`src/rtl/fetch_pkg.sv`:
```
// Shared types and constants for the instruction-fetch stage.
package fetch_pkg;

   localparam int unsigned INSTR_W = 32;
   localparam int unsigned ADDR_W  = 32;
   localparam logic [ADDR_W-1:0]  RESET_PC_DEFAULT = 32'h0000_3000;
   localparam logic [INSTR_W-1:0] NOP = 32'h0000_0000;

   typedef enum logic {
      RUN,
      DRAIN
   } fetch_state_t;

   typedef struct packed {
      logic [ADDR_W-1:0]  pc_plus4;
      logic [INSTR_W-1:0] instr;
   } fetch_entry_t;

   function automatic logic [ADDR_W-1:0] align_pc(input logic [ADDR_W-1:0] x);
      return x & ~(ADDR_W'(3));
   endfunction

endpackage

```
`src/rtl/fetch_fifo.sv`:
```
// Prefetch buffer: synchronous FIFO of {pc+4, instr} entries with flush.
module fetch_fifo
   import fetch_pkg::*;
#(
   parameter  int unsigned DEPTH = 2,
   localparam int unsigned AW    = $clog2(DEPTH),
   localparam int unsigned CW    = $clog2(DEPTH + 1)
) (
   input  logic         clk,
   input  logic         rst,
   input  logic         push,
   input  fetch_entry_t push_data,
   input  logic         pop,
   input  logic         clear,
   output fetch_entry_t head,
   output logic [CW-1:0] count
);

   fetch_entry_t mem [DEPTH];
   logic [AW-1:0] wr_ptr;
   logic [AW-1:0] rd_ptr;

   assign head = mem[rd_ptr];

   always_ff @(posedge clk or negedge rst) begin
      if (!rst) begin
         for (int unsigned i = 0; i < DEPTH; i++) begin
            mem[i] <= '0;
         end
         wr_ptr <= '0;
         rd_ptr <= '0;
         count  <= '0;
      end else if (clear) begin
         wr_ptr <= '0;
         rd_ptr <= '0;
         count  <= '0;
      end else begin
         if (push) begin
            mem[wr_ptr] <= push_data;
            wr_ptr      <= wr_ptr + AW'(1);
         end
         if (pop) begin
            rd_ptr <= rd_ptr + AW'(1);
         end
         count <= count + CW'(push) - CW'(pop);
      end
   end

endmodule

```
`src/rtl/fetch_unit.sv`:
```
// Instruction fetch: owns the fetch PC, issues credit-limited imem requests,
// buffers in-order responses for IF/ID and flushes on redirect.
module fetch_unit
   import fetch_pkg::*;
#(
   parameter logic [ADDR_W-1:0] RESET_PC = RESET_PC_DEFAULT,
   parameter int unsigned       DEPTH    = 2
) (
   input  logic               clk,
   input  logic               rst,
   output logic               imem_req,
   output logic [ADDR_W-1:0]  imem_addr,
   input  logic               imem_gnt,
   input  logic               imem_rvalid,
   input  logic [INSTR_W-1:0] imem_rdata,
   input  logic               redirect,
   input  logic [ADDR_W-1:0]  redirect_pc,
   output logic               ifid_valid,
   input  logic               ifid_ready,
   output logic [INSTR_W-1:0] ifid_instr,
   output logic [ADDR_W-1:0]  ifid_pc_plus4,
   output logic               proto_err
);

   localparam int unsigned CW = $clog2(DEPTH + 1);

   fetch_state_t      state;
   logic [ADDR_W-1:0] fetch_pc;
   logic [ADDR_W-1:0] resp_pc;
   logic [CW-1:0]     outstanding;
   logic [CW-1:0]     drop_cnt;
   logic [CW-1:0]     fifo_count;
   logic [CW:0]       credit_used;
   logic              gnt_fire;
   logic              rsp_accept;
   logic              push;
   logic              pop;
   logic [CW-1:0]     outstanding_nxt;
   fetch_entry_t      push_data;
   fetch_entry_t      head;

   // Buffered entries plus in-flight requests never exceed DEPTH, so a
   // response always has a free slot.
   assign credit_used = {1'b0, fifo_count} + {1'b0, outstanding};
   assign imem_req    = rst & ~redirect & (credit_used < (CW+1)'(DEPTH));
   assign imem_addr   = fetch_pc;

   assign gnt_fire        = imem_req & imem_gnt;
   assign rsp_accept      = imem_rvalid & (outstanding != '0);
   assign outstanding_nxt = outstanding + CW'(gnt_fire) - CW'(rsp_accept);

   assign push      = rsp_accept & ~redirect & (state == RUN);
   assign pop       = ifid_valid & ifid_ready & ~redirect;
   assign push_data = '{pc_plus4: resp_pc + 32'd4, instr: imem_rdata};

   assign ifid_valid    = (fifo_count != '0);
   assign ifid_instr    = head.instr;
   assign ifid_pc_plus4 = head.pc_plus4;

   fetch_fifo #(
      .DEPTH(DEPTH)
   ) u_fifo (
      .clk      (clk),
      .rst      (rst),
      .push     (push),
      .push_data(push_data),
      .pop      (pop),
      .clear    (redirect),
      .head     (head),
      .count    (fifo_count)
   );

   always_ff @(posedge clk or negedge rst) begin
      if (!rst) begin
         state       <= RUN;
         fetch_pc    <= RESET_PC;
         resp_pc     <= RESET_PC;
         outstanding <= '0;
         drop_cnt    <= '0;
         proto_err   <= 1'b0;
      end else begin
         outstanding <= outstanding_nxt;
         if (imem_rvalid && outstanding == '0) begin
            proto_err <= 1'b1;
         end
         if (redirect) begin
            // Everything still in flight after this cycle belongs to the old path.
            fetch_pc <= align_pc(redirect_pc);
            resp_pc  <= align_pc(redirect_pc);
            drop_cnt <= outstanding_nxt;
            state    <= (outstanding_nxt != '0) ? DRAIN : RUN;
         end else begin
            if (gnt_fire) begin
               fetch_pc <= fetch_pc + 32'd4;
            end
            if (push) begin
               resp_pc <= resp_pc + 32'd4;
            end
            if (rsp_accept && state == DRAIN) begin
               drop_cnt <= drop_cnt - CW'(1);
               if (drop_cnt == CW'(1)) begin
                  state <= RUN;
               end
            end
         end
      end
   end

endmodule

```
`config.mk`:
```
export PLATFORM = sky130hd
export DESIGN_NAME = fetch_unit
export DESIGN_NICKNAME = d
export VERILOG_FILES = /design/src/rtl/fetch_pkg.sv /design/src/rtl/fetch_fifo.sv /design/src/rtl/fetch_unit.sv
export SDC_FILE = /design/constraint.sdc
export NUM_CORES = 1
export LEC_CHECK = 0
export ABC_AREA = 1
export BUFFER_PORTS_ARGS = -buffer_cell sky130_fd_sc_hd__buf_2
export CORE_ASPECT_RATIO = 0.7
export CORE_MARGIN = 4
export CORE_UTILIZATION = 52
export CTS_CLUSTER_SIZE = 12
export DETAILED_ROUTE_END_ITERATION = 7
export PLACE_DENSITY = 0.77
export SYNTH_ARGS = -nofsm -noshare
export SYNTH_HDL_FRONTEND = slang
export SYNTH_SLANG_ARGS = --single-unit
```
`constraint.sdc`:
```
create_clock -name clk -period 2.22 [get_ports clk]
set_input_delay 0.555 -clock clk [delete_from_list [all_inputs] [get_ports clk]]
set_output_delay 0.555 -clock clk [all_outputs]
set_load 0.01 [all_outputs]
```
Yosys cells after proc, flatten, opt, wreduce, memory -nomap -nowiden
Index checks and enable logic that the tools add are counted.
{"block": "word_totals", "register_bits": 202, "out_inout_bits": 99, "elab_cells": 75}
{"block": "classes", "add_sub_neg": 10, "n_lt_le_gt_ge": 4, "n_eq_ne": 1, "mux": 21, "n_bitwise": 12, "reduce_logical": 14}
{"operator": "$mux 64", "n": 4}
{"operator": "$bwmux 128", "n": 1}
{"operator": "$mux 32", "n": 4}
{"operator": "$add 32x3->32 const B", "n": 2}
{"operator": "$demux 64 s1", "n": 1}
{"operator": "$reduce_bool 2->1", "n": 8}
{"operator": "$and 1x1->1", "n": 8}
{"operator": "$mux 1", "n": 8}
{"operator": "$mux 2", "n": 3}
{"operator": "$add 2x1->2", "n": 2}
{"operator": "$ge 2x2->1 const B", "n": 2}
{"operator": "$not 1->2", "n": 2}
{"operator": "$reduce_and 2->1", "n": 2}
{"operator": "$sub 2x1->2", "n": 2}
{"operator": "$add 2x2->3", "n": 1}
{"operator": "$logic_and 1x1->1", "n": 3}
{"operator": "$lt 3x2->1 const B", "n": 1}
{"operator": "$add 1x1->1 const B", "n": 2}
{"operator": "$eq 2x1->1 const B", "n": 1}
{"operator": "$logic_not 2->1", "n": 1}
{"operator": "$lt 2x1->1 const B", "n": 1}
{"operator": "$not 1->1", "n": 2}
{"operator": "$sub 2x1->2 const B", "n": 1}

Depth between registers and ports, before layout
Gate-level depths: netlist (run 1).
{"block": "logic_depth", "word_depth": 9, "mapped_depth": 12}

By module
Synthesis (run 1) repeated with hierarchy kept, for this count alone.
{"block": "hier_totals", "cells_unflattened": 1321, "area_unflattened_um2": 11026.8}
{"mod": "fetch_fifo", "instances": 1, "cells_each": 573, "area_each_um2": 6082.1, "seq_area_each_um2": 3303.2}
{"mod": "fetch_unit", "instances": 1, "cells_each": 748, "area_each_um2": 4944.7, "seq_area_each_um2": 1656.6}

Worst setup path after synthesis (run 1)
No wires, ideal clock.
{"block": "synth_path", "path_kind": "register to register", "startpoint": "register outstanding[0]", "endpoint": "register drop_cnt[1]", "setup_ns": 0.087, "arrival_ns": 2.236, "path_slack_ns": -0.102, "path_stages_with_launch": 13, "n_path_buf": 0, "period_less_slack_ns": 2.322, "path_cell_list": "dfrtp_1 -> nand2_1 -> inv_1 -> fa_1 -> nor2_1 -> nand4_4 -> ha_1 -> inv_1 -> ha_1 -> xnor2_1 -> xnor2_1 -> nand2_1 -> o211ai_1"}
{"block": "synth_between", "elab_chain_cells": 7, "elab_cells_between_ends": 11, "cone_classes": "3 x add/sub; 1 x order compare; 1 x mux; 3 x bitwise; 3 x reduce/logical"}
{"element": "from (decl)", "line": "fetch_unit.sv:30", "rtl": "logic [CW-1:0] outstanding;"}
{"element": "from (signal assigned)", "line": "fetch_unit.sv:82", "rtl": "outstanding <= outstanding_nxt;"}
{"element": "$add 2x2->3", "line": "fetch_unit.sv:44", "rtl": "assign credit_used = {1'b0, fifo_count} + {1'b0, outstanding};"}
{"element": "$lt 3x2->1", "line": "fetch_unit.sv:45", "rtl": "assign imem_req = rst & ~redirect & (credit_used < (CW+1)'(DEPTH));"}
{"element": "$and 1x1->1", "line": "fetch_unit.sv:45"}
{"element": "$and 1x1->1", "line": "fetch_unit.sv:48", "rtl": "assign gnt_fire = imem_req & imem_gnt;"}
{"element": "$add 2x1->2", "line": "fetch_unit.sv:50", "rtl": "assign outstanding_nxt = outstanding + CW'(gnt_fire) - CW'(rsp_accept);"}
{"element": "$sub 2x1->2 *", "line": "fetch_unit.sv:50"}
{"element": "via outstanding_nxt[1]", "line": "fetch_unit.sv:38", "rtl": "logic [CW-1:0] outstanding_nxt;"}
{"element": "$mux 2 *", "line": "fetch_unit.sv:86", "rtl": "if (redirect) begin"}
{"element": "to (signal assigned)", "line": "fetch_unit.sv:90", "rtl": "drop_cnt <= outstanding_nxt;"}
{"element": "to (signal assigned)", "line": "fetch_unit.sv:100", "rtl": "drop_cnt <= drop_cnt - CW'(1);"}
{"element": "to (decl)", "line": "fetch_unit.sv:31", "rtl": "logic [CW-1:0] drop_cnt;"}
The timed path passes the listed nets; every way through them passes the cells marked *.
A chain may end at the register's enable or synchronous reset.

Worst setup path in the final report (run 1)
{"block": "layout_path", "startpoint": "register outstanding[0]", "endpoint": "output port imem_req"}
{"block": "layout_between", "elab_chain_cells": 3}
{"element": "$add 2x2->3", "line": "fetch_unit.sv:44"}
{"element": "$lt 3x2->1", "line": "fetch_unit.sv:45"}
{"element": "$and 1x1->1", "line": "fetch_unit.sv:45"}
{"element": "to (decl)", "line": "fetch_unit.sv:11", "rtl": "output logic imem_req,"}
No other way between the ends.

==> key figures, run 1 <==
Outcome
  – Status: finished with violations
  – Failing checks: setup timing

Synth
  – Register area share after synthesis: 0.476
  – Yosys warns: 0
  – Netlist Area Pre-Place: 10200 sq um
  – Register bit total from synthesis: 194
  – Top cell type by total area after synthesis: dfrtp_1
  – Synthesized area per cell: 7.25 sq um
  – Yosys cell types: 39
  – Mapped Cells: 1407
  – Top post-synthesis cells by area: dfrtp_1, nand2_1, inv_1, o21ai_0, nand3_1
  – Post-synth top area share: 0.466

Placement
  – I/O Buffers: 162
  – Dpl cell area: 11400 sq um
  – Placed wire-length estimate: 19.1 mm
  – Placed insts: 1805
  – GP Congestion: 0.956
  – Pre-CTS setup slack: -0.0549 ns

Cells and area
  – Finished Cell Area: 12100 sq um
  – Antenna Cells: 0
  – Area grow syn2layout: 18.7%
  – Fin nets: 1645
  – Non-filler cells, final: 1844
  – Most common cell after layout, fill and taps aside: nand2_1
  – # fillers: 1709
  – Commonest non-fill, non-tap cells in the layout: nand2_1, dfrtp_1, buf_2, inv_1, o21ai_0
  – Core Util, Final: 0.634
  – Share of post-route cells with drive strength above 1: 0.168

Worst setup path
  – Critical Path Source: outstanding[0]$_DFF_PN0_
  – Max incr delay on CP: 0.47 ns
  – Slowest stage cell, crit path: fa_1
  – RR Startpoint: outstanding[0]$_DFF_PN0_
  – Worst path arrival time: 1.82 ns
  – R2R depth: 13
  – CP endpoint kind: output port
  – Critical Path Stages: 7
  – Cell family with most CP delay: adder cells
  – CP bufs+invs: 3
  – Required @ worst endpoint: 1.66 ns
  – Critical Path, Cell by Cell: nand2_1, inv_2, fa_1, nor2_4, nand3_2, inv_1, buf_2
  – Critical Path Fanout Max: 2
  – Setup Crit Path Kind: register to output port
  – CP Launch Type: register

Pwr
  – Clock Power Share: 0.236
  – P_leak: 0.00648 uW
  – PwrDens: 1100 nW/um^2
  – VDD IR max: 0.482 mV
  – Share of power burned in registers: 0.421
  – Int Pwr: 8150 uW
  – Sw Ratio: 0.387
  – Comb power frac: 0.343
  – P_sw: 5160 uW

STA
  – Slew headroom: 0.205
  – Final setup fails: 4
  – Max-slew violations: 0
  – Clock Skew: 0.0123 ns
  – Fin crit share: 1.07
  – RSZ-0062 raised after global routing: true
  – Hold Fails Final Rpt: 0
  – Setup TNS: -0.422 ns
  – Slew of the pin with the lowest slew margin: 1.19 ns
  – Final min period: 2.37 ns
  – Final worst slack: -0.154 ns
  – Max Clk Rate: 0.421 GHz

Clock tree
  – Root Buffer: clkbuf_16
  – CTS Buf Count: 17
  – Worst skew pair latency: 0.45 ns
  – H-tree depth: 4
  – Reg clk slew, reported paths: 0.08 ns
  – TritonCTS Sinks: 194
  – CTS tree: built
  – Clock buffer depth: 2

Floorplan
  – Die area: 22000 sq um
  – Initial Util: 0.535
  – Core Box Area: 19100 sq um
  – Chip width: 175 um
  – Die Span Y: 125 um
  – Num rows: 42
  – Ports: 169

Drt
  – Initial DRC count: 853
  – Wirelength per Cell: 14.9 um
  – Total iterations of the first detailed-routing run: 6
  – Drt drc: 0
  – Total wire length: 27.4 mm
  – Detail Route Antenna Nets: 0
  – DR vias: 9439
  – Via density: 5.12

Global route
  – Initial antenna violation count: 0
  – Tot GR Track Use: 0.248
  – Largest net degree at the start of global routing: 194
  – Vias in the first global route: 8568
  – Grt ovf: 0
  – First-pass GRT wire length: 44.1 mm

Worst hold path
  – Hold_sp: redirect_pc[26]
  – Hold Crit Depth: 3
  – Worst min path class: input port to register

Flow run
  – Max-cap check violation count: 0
## repair_timing
action,CTS,global route
hold endpoints to repair,1,0
gates resized for setup,5,9
cloned,0,1
endpoints found under the setup margin,47,41
hold buffers,1,0
pin swaps,2,2
buffers inserted,2,4
## layout make-up
type                       count  area, sq um  area share
multi-input combinational   1015         4560       0.377
inverter                     146          558      0.0461
clock buffer                  17          425      0.0351
timing repair buffer         193         1190      0.0982
sequential                   194         4860       0.402
clock inverter                15          180      0.0149
tap                          264          330      0.0273
## sequential cells by signal (all words and copies together), names as in the netlist
name / count
resp_pc: 30
drop_cnt: 2
u_fifo.mem: 124
u_fifo.count: 2
outstanding: 2
proto_err: 1
u_fifo.rd_ptr: 1
state: 1
u_fifo.wr_ptr: 1
imem_addr: 30
## Yosys cell counts (all sizes together)
cell and count:
a21o 1, a21oi 7, a22oi 2, a31oi 1, and3 1, buf 32
clkbuf 23, conb 1, dfrtp 190, dfstp 4, fa 1, ha 7
inv 146, nand2 624, nand3 89, nand3b 2, nand4 8, nor2 93
nor3 3, o211ai 10, o21a 1, o21ai 132, o21bai 2, o221ai 1
or2 1, xnor2 7, xor2 18
## power by group through the flow
stage          Sequential (uW)  Combinational (uW)  Clock, uW
5_1_grt                   5760                5180       3340
2_1_floorplan             5490                2840          0
3_5_place_dp              5630                4430          0
3_3_place_gp              5580                4320          0
4_1_cts                   5580                4530       3180
6_report                  5600                4560       3140
## metal layers
metal	GRT usage	share of wire	up-vias
li1	-	-	4686
met1	0.379	0.46	4362
met2	0.365	0.44	358
met3	0.0471	0.082	33
met4	0.0628	0.017	0
met5	0	0	-
## cell families after synthesis
group	share of synthesized area
and+or+nand+nor	0.325
buffers and inverters	0.0832
DFF	0.476
AOI/OAI and AO/OA	0.0829
xor gates and xnor gates	0.0215
adders and majority gates	0.0105
other	0.000368
## final timing paths
| path | end | slack (ns) |
|---|---|---|
| min in group asynchronous | proto_err$_DFFE_PN0P_ | 0.47 |
| hold reg to reg | u_fifo.mem[37]$_DFFE_PN0P_ | 0.48 |
| setup reg to reg | drop_cnt[1]$_DFFE_PN0P_ | -0.13 |
| setup / recovery | imem_req | -0.15 |
| hold / removal | imem_addr[26]$_DFFE_PN0P_ | 0.35 |
| max in group asynchronous | imem_addr[19]$_DFFE_PN0P_ | 0.44 |
## worst register-to-register path: stages, from the launching register on
cell      delay (ns)
dfrtp_1         0.38
nand2_1         0.08
inv_2           0.04
fa_1            0.47
nor2_4          0.12
buf_6           0.11
nand4_4         0.08
ha_4            0.28
inv_2           0.04
ha_4            0.15
xnor2_2         0.12
xnor2_1         0.19
nand2_1         0.10
o211ai_1        0.10
## stage by stage
stage          hold WS (ns)  power, uW
3_5_place_dp          0.369      10100
2_1_floorplan         0.259       8330
4_1_cts               0.340      13300
5_1_grt               0.344      14300
3_3_place_gp          0.371       9900
6_report              0.350      13300
(Power assumes the default switching activity.)
==> run 2: changes to the inputs <==
Settings changed: CORE_UTILIZATION 52 to 57, PLACE_DENSITY 0.77 to 0.81.
Clock period 2.22 ns to 2.7 ns, I/O delays scaled along.
==> key figures, run 2 (same netlist as run 1, synthesis figures left out) <==
Worst setup path
  – Required @ worst endpoint: 2.03 ns (was 1.66 ns)
  – Max incr delay on CP: 0.48 ns (was 0.47 ns)
  – Critical Path Fanout Max: 4 (was 2)
  – CP endpoint kind: output port (unchanged)
  – Slowest stage cell, crit path: fa_1 (unchanged)
  – Worst path most repeated cell: inv_1
  – Critical Path, Cell by Cell: nand2_1, inv_1, fa_1, nor2_4, nand3_2, inv_1, buf_2 (was nand2_1, inv_2, fa_1, nor2_4, nand3_2, inv_1, buf_2)
  – CP Launch Type: register (unchanged)
  – Worst path arrival time: 1.91 ns (was 1.82 ns)
  – Setup Crit Path Kind: register to output port (unchanged)

Cells and area
  – Finished Cell Area: 11800 sq um (was 12100 sq um)
  – Share of post-route cells with drive strength above 1: 0.156 (was 0.168)
  – Non-filler cells, final: 1797 (was 1844)
  – Largest register by flop count: u_fifo.mem (unchanged)
  – Commonest non-fill, non-tap cells in the layout: nand2_1, dfrtp_1, buf_2, inv_1, o21ai_0 (unchanged)
  – Number of flip-flops in the largest register: 124 (unchanged)
  – Fin nets: 1631 (was 1645)
  – Most common cell after layout, fill and taps aside: nand2_1 (unchanged)
  – Area grow syn2layout: 15.8% (was 18.7%)
  – Core Util, Final: 0.680 (was 0.634)
  – Antenna Cells: 0 (unchanged)

Clock tree
  – Hold_buf cts: 0 (was 1)
  – Reg clk slew, reported paths: 0.08 ns (about the same)
  – Resize count post-CTS: 1 (was 5)
  – H-tree depth: 4 (unchanged)
  – Setup Buffers After CTS: 0 (was 2)
  – CTS Buf Count: 17 (unchanged)
  – Worst skew pair latency: 0.44 ns (was 0.45 ns)
  – TritonCTS Sinks: 194 (unchanged)
  – Clock buffer depth: 2 (unchanged)
  – Root Buffer: clkbuf_16 (unchanged)
  – CTS tree: built (unchanged)

Pwr
  – Design Power: 10700 uW (was 13300 uW)
  – Comb power frac: 0.334 (was 0.343)
  – Int Pwr: 6550 uW (was 8150 uW)
  – P_sw: 4150 uW (was 5160 uW)
  – PwrDens: 905 nW/um^2 (was 1100 nW/um^2)
  – Sw Ratio: 0.388 (was 0.387)
  – P_leak: 0.00637 uW (was 0.00648 uW)
  – Share of power burned in registers: 0.432 (was 0.421)
  – VDD IR max: 0.496 mV (was 0.482 mV)
  – Clock Power Share: 0.234 (was 0.236)

Drt
  – Via density: 5.29 (was 5.12)
  – Total wire length: 26.8 mm (was 27.4 mm)
  – Total iterations of the first detailed-routing run: 6 (unchanged)
  – Wirelength per Cell: 14.9 um (about the same)
  – DR vias: 9510 (was 9439)
  – Initial DRC count: 1187 (was 853)
  – Drt drc: 0 (unchanged)
  – Detail Route Antenna Nets: 0 (unchanged)

STA
  – RSZ-0062 raised after global routing: false (was true)
  – Final min period: 2.59 ns
  – Max-slew violations: 0 (unchanged)
  – Max Clk Rate: 0.387 GHz
  – Final setup fails: 0 (was 4)
  – Setup TNS: 0 ns (was -0.422 ns)
  – Slew headroom: 0.324 (was 0.205)
  – Slew of the pin with the lowest slew margin: 1.01 ns (was 1.19 ns)
  – Fin crit share: 0.958
  – Hold Fails Final Rpt: 0 (unchanged)
  – Clock Skew: 0.0136 ns (was 0.0123 ns)

Placement
  – I/O Buffers: 162 (unchanged)
  – Placed wire-length estimate: 18.8 mm (was 19.1 mm)
  – Placed insts: 1765 (was 1805)
  – Dpl cell area: 11200 sq um (was 11400 sq um)
  – GP Congestion: 0.973 (was 0.956)

Floorplan
  – Core Box Area: 17400 sq um (was 19100 sq um)
  – Die area: 20100 sq um (was 22000 sq um)
  – Ports: 169 (unchanged)
  – Initial Util: 0.587 (was 0.535)
  – Num rows: 40 (was 42)
  – Chip width: 168 um (was 175 um)
  – Die Span Y: 120 um (was 125 um)

Worst hold path
  – Worst min path class: register to register (was input port to register)

Global route
  – Tot GR Track Use: 0.266 (was 0.248)
  – Initial antenna violation count: 0 (unchanged)
  – First-pass GRT wire length: 43.7 mm (was 44.1 mm)
  – Largest net degree at the start of global routing: 195 (was 194)
  – Vias in the first global route: 8860 (was 8568)
  – Grt ovf: 0 (unchanged)

Flow run
  – Max-cap check violation count: 0 (unchanged)

Outcome
  – Status: complete, no violations (was finished with violations)
## run 2: final timing paths
kind | start | endpoint | depth (start not counted) | slack [ns]
setup reg to reg | outstanding[0]$_DFF_PN0_ | drop_cnt[1]$_DFFE_PN0P_ | 12 | 0.30
setup / recovery | outstanding[0]$_DFF_PN0_ | imem_req | 7 | 0.11
min in group asynchronous | rst | drop_cnt[1]$_DFFE_PN0P_ | 2 | 0.48
max in group asynchronous | rst | u_fifo.mem[28]$_DFFE_PN0P_ | 2 | 1.49
hold reg to reg | proto_err$_DFFE_PN0P_ | proto_err$_DFFE_PN0P_ | 1 | 0.46
hold / removal | proto_err$_DFFE_PN0P_ | proto_err$_DFFE_PN0P_ | 1 | 0.46
## run 2: area by class of cell
class / count / area (sq um)
clock buffers: 17 / 425
clock inverters: 15 / 161
fillers: 1509 / 5560
inverters: 146 / 548
multi-input cells: 1015 / 4520
flip-flops and latches: 194 / 4860
well taps: 231 / 289
repair buffers: 179 / 1010
## run 2: worst max-delay path: cells and delay by family (launching register included)
family | cells | cell delay [ns]
adder cells (fa/ha/maj) | 1 | 0.48
flip-flops | 1 | 0.42
buffers and inverters | 3 | 0.23
AND/OR/NAND/NOR | 3 | 0.35
## run 2: power by group through the flow
stage | sequential, uW | combinational [uW] | clock [uW]
detailed placement | 4640 | 3550 | 0
global placement | 4590 | 3430 | 0
finish | 4620 | 3570 | 2510
floorplan | 4510 | 2310 | 0
CTS | 4590 | 3590 | 2540
global route | 4740 | 4080 | 2660
## run 2: layer usage
metal	track usage	up-vias	share of wire
met1	0.397	4431	0.46
met3	0.0517	35	0.082
met5	0	-	0
li1	-	4653	-
met4	0.0730	0	0.015
met2	0.399	391	0.45
## run 2: per-stage QoR
| step | setup WS, ns | hold slack [ns] |
|---|---|---|
| after CTS | 0.0336 | 0.446 |
| final | 0.113 | 0.456 |
| after detailed placement | 0.262 | 0.441 |
| after global routing | 0.00748 | 0.462 |
| after global placement | 0.331 | 0.437 |
| after floorplan | 0.378 | 0.379 |
==> run 3: changes to the inputs <==
Settings changed: ABC_CLOCK_PERIOD_IN_PS set to 2700, BUFFER_PORTS_ARGS -buffer_cell sky130_fd_sc_hd__buf_2 to unset, CORE_UTILIZATION 57 to 64, DONT_BUFFER_PORTS set to 1, PLACE_DENSITY 0.81 to 0.8, SLEW_MARGIN set to 20.
==> key figures, run 3 (same netlist as run 1, synthesis figures left out) <==
STA
  – Hold Fails Final Rpt: 63 (was 0)
  – Fin Hold WS: -0.0796 ns (was 0.456 ns)
  – Final min period: 2.61 ns (was 2.59 ns)
  – Clock Skew: 0.00884 ns (was 0.0136 ns)
  – Fin crit share: 0.967 (was 0.958)
  – Slew of the pin with the lowest slew margin: 0.514 ns (was 1.01 ns)
  – Max Clk Rate: 0.383 GHz (was 0.387 GHz)
  – Setup TNS: 0 ns (unchanged)
  – Max-slew violations: 0 (unchanged)
  – RSZ-0062 raised after global routing: false (unchanged)
  – Slew headroom: 0.656 (was 0.324)
  – Final setup fails: 0 (unchanged)

Worst setup path
  – Setup Crit Path Kind: register to output port (unchanged)
  – Cell family with most CP delay: adder cells (unchanged)
  – Required @ worst endpoint: 2.03 ns (about the same)
  – Worst path most repeated cell: inv_1 (unchanged)
  – Worst path arrival time: 1.94 ns (was 1.91 ns)
  – R2r endpoint: drop_cnt[1]$_DFFE_PN0P_ (unchanged)
  – CP endpoint kind: output port (unchanged)
  – Max incr delay on CP: 0.45 ns (was 0.48 ns)
  – Flop-to-flop setup slack: 0.27 ns (was 0.30 ns)
  – CP Launch Type: register (unchanged)
  – Critical Path, Cell by Cell: nand2_1, inv_1, fa_1, nor2_2, nand3_2, inv_1 (was nand2_1, inv_1, fa_1, nor2_4, nand3_2, inv_1, buf_2)
  – R2R depth: 12 (unchanged)
  – Slowest stage cell, crit path: fa_1 (unchanged)
  – CP bufs+invs: 2 (was 3)
  – RR Startpoint: outstanding[0]$_DFF_PN0_ (unchanged)
  – Critical Path Fanout Max: 4 (unchanged)

Placement
  – GP Congestion: 0.964 (was 0.973)
  – Placed wire-length estimate: 17.6 mm (was 18.8 mm)
  – I/O Buffers: 0 (was 162)

Clock tree
  – CTS tree: built (unchanged)
  – Worst skew pair latency: 0.44 ns (about the same)
  – Clock buffer depth: 2 (unchanged)
  – Reg clk slew, reported paths: 0.08 ns (about the same)
  – Setup Buffers After CTS: 0 (unchanged)
  – Root Buffer: clkbuf_16 (unchanged)
  – CTS Buf Count: 17 (unchanged)
  – H-tree depth: 4 (unchanged)
  – TritonCTS Sinks: 194 (unchanged)

Cells and area
  – # fillers: 1355 (was 1509)
  – FF+latch area: 4860 sq um (unchanged)
  – Area of the multi-input gates: 4510 sq um (was 4520 sq um)
  – Share of post-route cells with drive strength above 1: 0.0585 (was 0.156)
  – Largest register by flop count: u_fifo.mem (unchanged)
  – Most common cell after layout, fill and taps aside: nand2_1 (unchanged)
  – Antenna Cells: 0 (unchanged)
  – Number of flip-flops in the largest register: 124 (unchanged)
  – Commonest non-fill, non-tap cells in the layout: nand2_1, dfrtp_1, inv_1, o21ai_0, nand3_1 (was nand2_1, dfrtp_1, buf_2, inv_1, o21ai_0)
  – Fin nets: 1467 (was 1631)
  – Area grow syn2layout: 6.94% (was 15.8%)

Flow run
  – Max-cap check violation count: 0 (unchanged)

Floorplan
  – Die area: 18100 sq um (was 20100 sq um)
  – Chip width: 159 um (was 168 um)
  – Ports: 169 (unchanged)
  – Die Span Y: 114 um (was 120 um)
  – Core Box Area: 15500 sq um (was 17400 sq um)
  – Num rows: 38 (was 40)
  – Initial Util: 0.656 (was 0.587)

Global route
  – First-pass GRT wire length: 41.7 mm (was 43.7 mm)
  – Vias in the first global route: 8195 (was 8860)
  – Largest net degree at the start of global routing: 197 (was 195)
  – Initial antenna violation count: 0 (unchanged)
  – Grt ovf: 0 (unchanged)
  – Tot GR Track Use: 0.285 (was 0.266)

Drt
  – Detail Route Antenna Nets: 0 (unchanged)
  – Initial DRC count: 1052 (was 1187)
  – Total iterations of the first detailed-routing run: 5 (was 6)
  – DR vias: 8906 (was 9510)
  – Total wire length: 25.4 mm (was 26.8 mm)
  – Wirelength per Cell: 15.9 um (was 14.9 um)
  – Via density: 5.56 (was 5.29)
  – Drt drc: 0 (unchanged)

Outcome
  – Status: finished with violations (was complete, no violations)
  – Failing checks: hold timing

Pwr
  – PwrDens: 920 nW/um^2 (was 905 nW/um^2)
  – VDD IR max: 0.465 mV (was 0.496 mV)
  – P_leak: 0.00566 uW (was 0.00637 uW)

Worst hold path
  – Worst min path class: input port to asynchronous set/reset pin (was register to register)
==> run 3: power by group <==
part           switching (uW)  internal (uW)  leakage [uW]  total (uW)
logic                    1930            952       0.00294        2880
registers                 724           3930       0.00244        4660
clock network            1240           1250      0.000278        2500
==> run 3: worst max path at each step <==
| stage | startpoint | to | slack, ns | depth (start not counted) |
|---|---|---|---|---|
| 5_1_grt | outstanding[0]$_DFF_PN0_ | imem_req | 0.03 | 6 |
| 3_5_place_dp | outstanding[0]$_DFF_PN0_ | drop_cnt[1]$_DFFE_PN0P_ | 0.27 | 12 |
| 2_1_floorplan | outstanding[0]$_DFF_PN0_ | drop_cnt[1]$_DFFE_PN0P_ | 0.38 | 12 |
| 6_report | outstanding[0]$_DFF_PN0_ | imem_req | 0.09 | 6 |
| 3_3_place_gp | outstanding[0]$_DFF_PN0_ | drop_cnt[1]$_DFFE_PN0P_ | 0.36 | 12 |
| 4_1_cts | outstanding[0]$_DFF_PN0_ | imem_req | 0.004 | 6 |
==> run 3: layer usage <==
| layer | vias to the layer above | GRT usage | wire [um] |
|---|---|---|---|
| met5 | - | 0 | 0 |
| met4 | 0 | 0.0763 | 330 |
| met3 | 34 | 0.0661 | 2000 |
| met2 | 368 | 0.440 | 11200 |
| met1 | 4173 | 0.412 | 11900 |
| li1 | 4331 | - | - |
==> run 3: layout make-up <==
class	instances	area share
Clock buffer	18	0.0403
Clock inverter	14	0.0125
Inverter	146	0.0502
Multi-Input combinational cell	1015	0.414
Sequential cell	194	0.446
Tap cell	200	0.0229
Timing Repair Buffer	15	0.0149
==> run 3: per-stage QoR <==
stage,setup slack [ns],power (uW),instances,util,area (sq um)
floorplan,0.378,6820,1410,-,10200
global placement,0.365,7420,1570,0.664,10300
detailed placement,0.272,7560,1570,0.664,10300
CTS,0.00420,10100,1602,0.701,10900
global route,0.0309,10800,1602,0.702,10900
finish,0.0887,10000,1602,0.702,10900
==> run 3: what timing repair did <==
action | in CTS | in global routing
gates resized for setup | 0 | 2
setup endpoints to repair | 0 | 1
hold endpoints to repair | 190 | 190
